[src/rtl/vga_pkg.sv]
// Shared VGA timing and colour constants for the timing generator and pixel generators.
package vga_pkg;

    typedef logic [10:0] coord_t;
    typedef logic [7:0]  rgb_t;

    localparam int DEF_CLK_DIV   = 4;

    localparam int DEF_H_VISIBLE = 640;
    localparam int DEF_H_FRONT   = 16;
    localparam int DEF_H_SYNC    = 96;
    localparam int DEF_H_BACK    = 48;
    localparam int DEF_H_TOTAL   = DEF_H_VISIBLE + DEF_H_FRONT + DEF_H_SYNC + DEF_H_BACK;

    localparam int DEF_V_VISIBLE = 480;
    localparam int DEF_V_FRONT   = 10;
    localparam int DEF_V_SYNC    = 2;
    localparam int DEF_V_BACK    = 33;
    localparam int DEF_V_TOTAL   = DEF_V_VISIBLE + DEF_V_FRONT + DEF_V_SYNC + DEF_V_BACK;

    // Colour byte layout is [B|G|R] = 2:3:3 bits.
    localparam rgb_t BLACK  = 8'h00;
    localparam rgb_t WHITE  = 8'hFF;
    localparam rgb_t RED    = 8'h07;
    localparam rgb_t GREEN  = 8'h38;
    localparam rgb_t BLUE   = 8'hC0;
    localparam rgb_t YELLOW = 8'h3F;

    function automatic logic in_window(input coord_t val, input int lo, input int hi);
        return (int'(val) >= lo) && (int'(val) <= hi);
    endfunction

endpackage

[src/rtl/vga_pixel_div.sv]
// Divides the system clock down to the pixel rate and emits a one-clk pixel strobe.
module vga_pixel_div #(
    parameter int CLK_DIV = 4
) (
    input  logic clk,
    input  logic rst,
    output logic pixel_en
);

    localparam int DIV_W = (CLK_DIV > 1) ? $clog2(CLK_DIV) : 1;
    localparam logic [DIV_W-1:0] DIV_LAST = DIV_W'(CLK_DIV - 1);

    logic [DIV_W-1:0] div_cnt_q;
    logic [DIV_W-1:0] div_cnt_d;

    always_comb begin
        div_cnt_d = (div_cnt_q == DIV_LAST) ? '0 : div_cnt_q + DIV_W'(1);
    end

    always_ff @(posedge clk) begin
        if (rst) begin
            div_cnt_q <= '0;
        end else begin
            div_cnt_q <= div_cnt_d;
        end
    end

    assign pixel_en = (div_cnt_q == DIV_LAST);

endmodule

[src/rtl/vga_timing_gen.sv]
// VGA raster counters, sync decode and registered colour output; outputs lag
// xCoord/yCoord by exactly one pixel period.
module vga_timing_gen
    import vga_pkg::*;
#(
    parameter int CLK_DIV   = DEF_CLK_DIV,
    parameter int H_VISIBLE = DEF_H_VISIBLE,
    parameter int H_FRONT   = DEF_H_FRONT,
    parameter int H_SYNC    = DEF_H_SYNC,
    parameter int H_BACK    = DEF_H_BACK,
    parameter int V_VISIBLE = DEF_V_VISIBLE,
    parameter int V_FRONT   = DEF_V_FRONT,
    parameter int V_SYNC    = DEF_V_SYNC,
    parameter int V_BACK    = DEF_V_BACK
) (
    input  logic        clk,
    input  logic        rst,
    input  logic [7:0]  rgb_in,
    output logic [10:0] xCoord,
    output logic [10:0] yCoord,
    output logic        pixel_en,
    output logic        hsync,
    output logic        vsync,
    output logic        video_on,
    output logic        frame_start,
    output logic [7:0]  rgb
);

    localparam int H_TOTAL  = H_VISIBLE + H_FRONT + H_SYNC + H_BACK;
    localparam int V_TOTAL  = V_VISIBLE + V_FRONT + V_SYNC + V_BACK;
    localparam int HS_START = H_VISIBLE + H_FRONT;
    localparam int HS_END   = HS_START + H_SYNC - 1;
    localparam int VS_START = V_VISIBLE + V_FRONT;
    localparam int VS_END   = VS_START + V_SYNC - 1;
    localparam coord_t H_LAST = coord_t'(H_TOTAL - 1);
    localparam coord_t V_LAST = coord_t'(V_TOTAL - 1);

    coord_t h_cnt_q, h_cnt_d;
    coord_t v_cnt_q, v_cnt_d;
    logic   hsync_q, hsync_d;
    logic   vsync_q, vsync_d;
    logic   video_on_q, video_on_d;
    rgb_t   rgb_q, rgb_d;
    logic   h_wrap;
    logic   v_wrap;

    vga_pixel_div #(
        .CLK_DIV (CLK_DIV)
    ) u_pixel_div (
        .clk      (clk),
        .rst      (rst),
        .pixel_en (pixel_en)
    );

    // Sync/colour decode uses the pre-increment counts, giving the fixed one-pixel lag.
    always_comb begin
        h_cnt_d    = h_cnt_q;
        v_cnt_d    = v_cnt_q;
        hsync_d    = hsync_q;
        vsync_d    = vsync_q;
        video_on_d = video_on_q;
        rgb_d      = rgb_q;
        h_wrap     = (h_cnt_q == H_LAST);
        v_wrap     = (v_cnt_q == V_LAST);
        if (pixel_en) begin
            h_cnt_d = h_wrap ? '0 : h_cnt_q + 11'd1;
            if (h_wrap) begin
                v_cnt_d = v_wrap ? '0 : v_cnt_q + 11'd1;
            end
            hsync_d    = !in_window(h_cnt_q, HS_START, HS_END);
            vsync_d    = !in_window(v_cnt_q, VS_START, VS_END);
            video_on_d = (int'(h_cnt_q) < H_VISIBLE) && (int'(v_cnt_q) < V_VISIBLE);
            rgb_d      = video_on_d ? rgb_in : BLACK;
        end
    end

    always_ff @(posedge clk) begin
        if (rst) begin
            h_cnt_q    <= '0;
            v_cnt_q    <= '0;
            hsync_q    <= 1'b1;
            vsync_q    <= 1'b1;
            video_on_q <= 1'b0;
            rgb_q      <= BLACK;
        end else begin
            h_cnt_q    <= h_cnt_d;
            v_cnt_q    <= v_cnt_d;
            hsync_q    <= hsync_d;
            vsync_q    <= vsync_d;
            video_on_q <= video_on_d;
            rgb_q      <= rgb_d;
        end
    end

    assign frame_start = pixel_en && h_wrap && v_wrap;
    assign xCoord      = h_cnt_q;
    assign yCoord      = v_cnt_q;
    assign hsync       = hsync_q;
    assign vsync       = vsync_q;
    assign video_on    = video_on_q;
    assign rgb         = rgb_q;

endmodule

[config.mk]
export PLATFORM = sky130hd
export DESIGN_NAME = vga_timing_gen
export DESIGN_NICKNAME = d
export VERILOG_FILES = /design/src/rtl/vga_pkg.sv /design/src/rtl/vga_pixel_div.sv /design/src/rtl/vga_timing_gen.sv
export SDC_FILE = /design/constraint.sdc
export NUM_CORES = 1
export LEC_CHECK = 0
export BUFFER_PORTS_ARGS = -buffer_cell sky130_fd_sc_hd__buf_2
export CORE_ASPECT_RATIO = 0.5
export CORE_MARGIN = 4
export CORE_UTILIZATION = 35
export DETAILED_ROUTE_END_ITERATION = 12
export GPL_ROUTABILITY_DRIVEN = 0
export HOLD_SLACK_MARGIN = 0.1
export PLACE_DENSITY = 0.63
export SLEW_MARGIN = 20
export SYNTH_ARGS = -nofsm -noshare
export SYNTH_HDL_FRONTEND = slang
export SYNTH_SLANG_ARGS = --single-unit
[constraint.sdc]
create_clock -name clk -period 3.75 [get_ports clk]
set_clock_uncertainty 0.15 [all_clocks]
set_input_delay 0.75 -clock clk [delete_from_list [all_inputs] [get_ports clk]]
set_output_delay 0.75 -clock clk [all_outputs]
set_load 0.02 [all_outputs]
==> metrics.yaml <==
placement:
  preCtsSetupSlack_ns: 0.793
  post-place-cells: 274
  dpl-instance-area_um2: 1880
  port_buffers: 44
  dp_hpwl_um: 2710
cells_and_area:
  diodes: 0
  syn2layout_area_growth_pct: 22.6
  nFillCells: 465
  stdcell_count: 282
  multiInputGateArea_um2: 842
  drive_gt1_share_pct: 27.1
  design_area_um2: 1970
  regArea_um2: 701
  nets: 240
worst_setup_path:
  cp_slowest_cell: "or4_1"
  arrival_ns: 2.37
  worst-setup-path-type: "flop to primary output"
  cp_max_fo: 15
  crit_chain: "ha_1 -> nand4_1 -> or4_1 -> nor3_1 -> buf_2"
  max_stage_delay_ns: 0.69
  crit_path_start_kind: "flop"
  end_kind: "primary output"
  required_ns: 2.85
  critical_path.top_delay_family: "simple AND/OR/NAND/NOR gates"
  critical_path_buf_inv_count: 1
clocking:
  cts_setup_buffers: 0
  cts_resized: 0
  clock-sinks: 35
  cts_root_buffer: "clkbuf_8"
  clk_path_buf_depth: 2
  clk_latency_ns: 0.29
  htreeDepth: 2
  cts_made_buffers: 5
  path_clk_slew_ns: 0.07
  tritoncts: "done"
  ctsHoldBuffers: 0
route:
  via_per_inst: 5.09
  drt-total-wl_um: 3750
  antenna_left: 0
  drc: 0
  vias: 1434
  wire_per_inst_um: 13.3
  drt_first_pass_iters: 4
  drt_iter0_markers: 86
floorplanning:
  dieHeight_um: 55.9
  core_um2: 4420
  rows: 17
  initial_core_util_pct: 36.3
  ioPinCount: 45
  die_x_um: 104
  die-area_um2: 5810
grt:
  grt_max_degree: 16
  grt_pass1_vias: 1347
  grt_pass1_wl_um: 6440
  grt_util_all_layers_pct: 13.6
  antenna_found_initial: 0
  grt-ovfl-total: 0
yosys:
  synth_top_area_share_pct: 43.6
  synth-seq-area-share_pct: 43.6
  synth_area_leaders: "dfxtp_1 44%, ha_1 4.7%, a22o_1 4.4%"
  avgSynthCellArea_um2: 9.08
  netlist_area_um2: 1610
  ys_ff_latch: 35
  ys_warn_count: 0
  synth.distinct_cells: 40
  syn-num-nets: 193
  synth_top_area_cell: "dfxtp_1"
  synth_cells: 177
timing:
  setup_violations: 0
  slew_violations: 0
  setup_ws_ns: 0.476
  period_share_pct: 87.3
  hold_viol_final: 0
  setup_tns_ns: 0
  max_freq_ghz: 0.305
  final.min_clock_period_ns: 3.27
  max_slew.worst_pin.slew_ns: 0.655
  rsz0062_at_grt: "no"
  max_slew_margin_pct: 56.2
pwr:
  pwr_density_cell_nw_per_um2: 361
  p_leak_nw: 0.817
  ir_drop_mv: 0.174
outcome:
  status: "completed"
min_path:
  worstHoldPathType: "flop to flop"
flow_run:
  cap_violations: 0
layer usage:
metal | global-route usage [%] | part of all wire (%) | vias up
met4 | 5.49 | 1.4 | 0
met2 | 21.7 | 46 | 28
met5 | 0 | 0 | -
li1 | - | - | 728
met1 | 17.0 | 48 | 673
met3 | 4.40 | 4.9 | 5
flip-flops by register name (all words and copies together), names as in the netlist:
name,count
vsync,1
rgb,8
xCoord,11
video_on,1
u_pixel_div.div_cnt_q,2
yCoord,11
hsync,1
layout by cell type (no fill, tap or decap), drive strengths merged, types with 3 or more instances in the layout:
cell    Yosys  final
nand3       6      6
buf         4     46
a21oi      10     10
inv         8      9
xnor2       6      6
ha          6      6
nand2b      3      3
nor2       17     17
a22o        8      8
dfxtp      35     35
xor2        5      5
nand4       8      8
nor3        7      7
nand2       8      8
and2        4      4
or4         3      3
or3        10     10
clkbuf      2      5
o21ai       9      9
cell type report:
| class | instances | area share [%] |
|---|---|---|
| clock buffer | 5 | 3.49 |
| tap | 57 | 3.62 |
| inverter | 8 | 1.52 |
| clock inverter | 3 | 1.21 |
| timing repair buffer | 46 | 11.9 |
| sequential | 35 | 35.5 |
| multi-input combinational | 128 | 42.7 |
Yosys cell counts:
| master | count |
|---|---|
| a2111oi_2 | 1 |
| a21o_1 | 1 |
| a21oi_1 | 7 |
| a21oi_2 | 3 |
| a22o_1 | 8 |
| a31oi_1 | 1 |
| a41oi_1 | 1 |
| and2_1 | 4 |
| and3_1 | 2 |
| and4_1 | 1 |
| buf_1 | 1 |
| buf_2 | 1 |
| buf_4 | 1 |
| buf_6 | 1 |
| clkbuf_1 | 2 |
| dfxtp_1 | 35 |
| ha_1 | 6 |
| inv_1 | 8 |
| mux2i_1 | 1 |
| nand2_1 | 8 |
| nand2b_1 | 3 |
| nand3_1 | 6 |
| nand3b_1 | 1 |
| nand4_1 | 8 |
| nor2_1 | 17 |
| nor3_1 | 7 |
| nor4_1 | 2 |
| nor4b_1 | 1 |
| o21a_1 | 1 |
| o21ai_0 | 9 |
| o21bai_1 | 1 |
| o22a_1 | 1 |
| o31ai_1 | 1 |
| or3_1 | 10 |
| or4_1 | 2 |
| or4_4 | 1 |
| or4b_2 | 1 |
| or4b_4 | 1 |
| xnor2_1 | 6 |
| xor2_1 | 5 |
final timing paths:
path | slack [ns] | end | cells past startpoint | startpoint
worst min-delay path | 0.29 | u_pixel_div.div_cnt_q[0] | 1 | u_pixel_div.div_cnt_q[0]
worst max register to register | 0.89 | yCoord[10] | 6 | u_pixel_div.div_cnt_q[0]
worst max-delay path | 0.48 | frame_start | 5 | u_pixel_div.div_cnt_q[0]
worst min register to register | 0.29 | u_pixel_div.div_cnt_q[0] | 1 | u_pixel_div.div_cnt_q[0]
cell families after synthesis:
family                   Yosys count  synth area share, %
buffers and inverters             14                 4.05
AO/OA/AOI/OAI                     35                 15.3
AND/OR/NAND/NOR                   75                 25.8
adder cells (fa/ha/maj)            6                 4.67
XOR/XNOR                          11                 5.99
flip-flops                        35                 43.6
multiplexers                       1                0.623
through the flow:
stage          total power [mW]  util (%)  hold slack [ns]
2_1_floorplan             0.420         -            0.248
3_3_place_gp              0.435      42.5            0.255
3_5_place_dp              0.436      42.5            0.270
4_1_cts                   0.722      44.6            0.281
5_1_grt                   0.742      44.6            0.296
6_report                  0.712      44.6            0.286
report_power, final:
group / internal, mW / switching (mW)
Combinational: 0.0163 / 0.0263
Sequential: 0.379 / 0.00473
Clock: 0.133 / 0.152
Note: power is estimated with default switching activity, not from simulation.
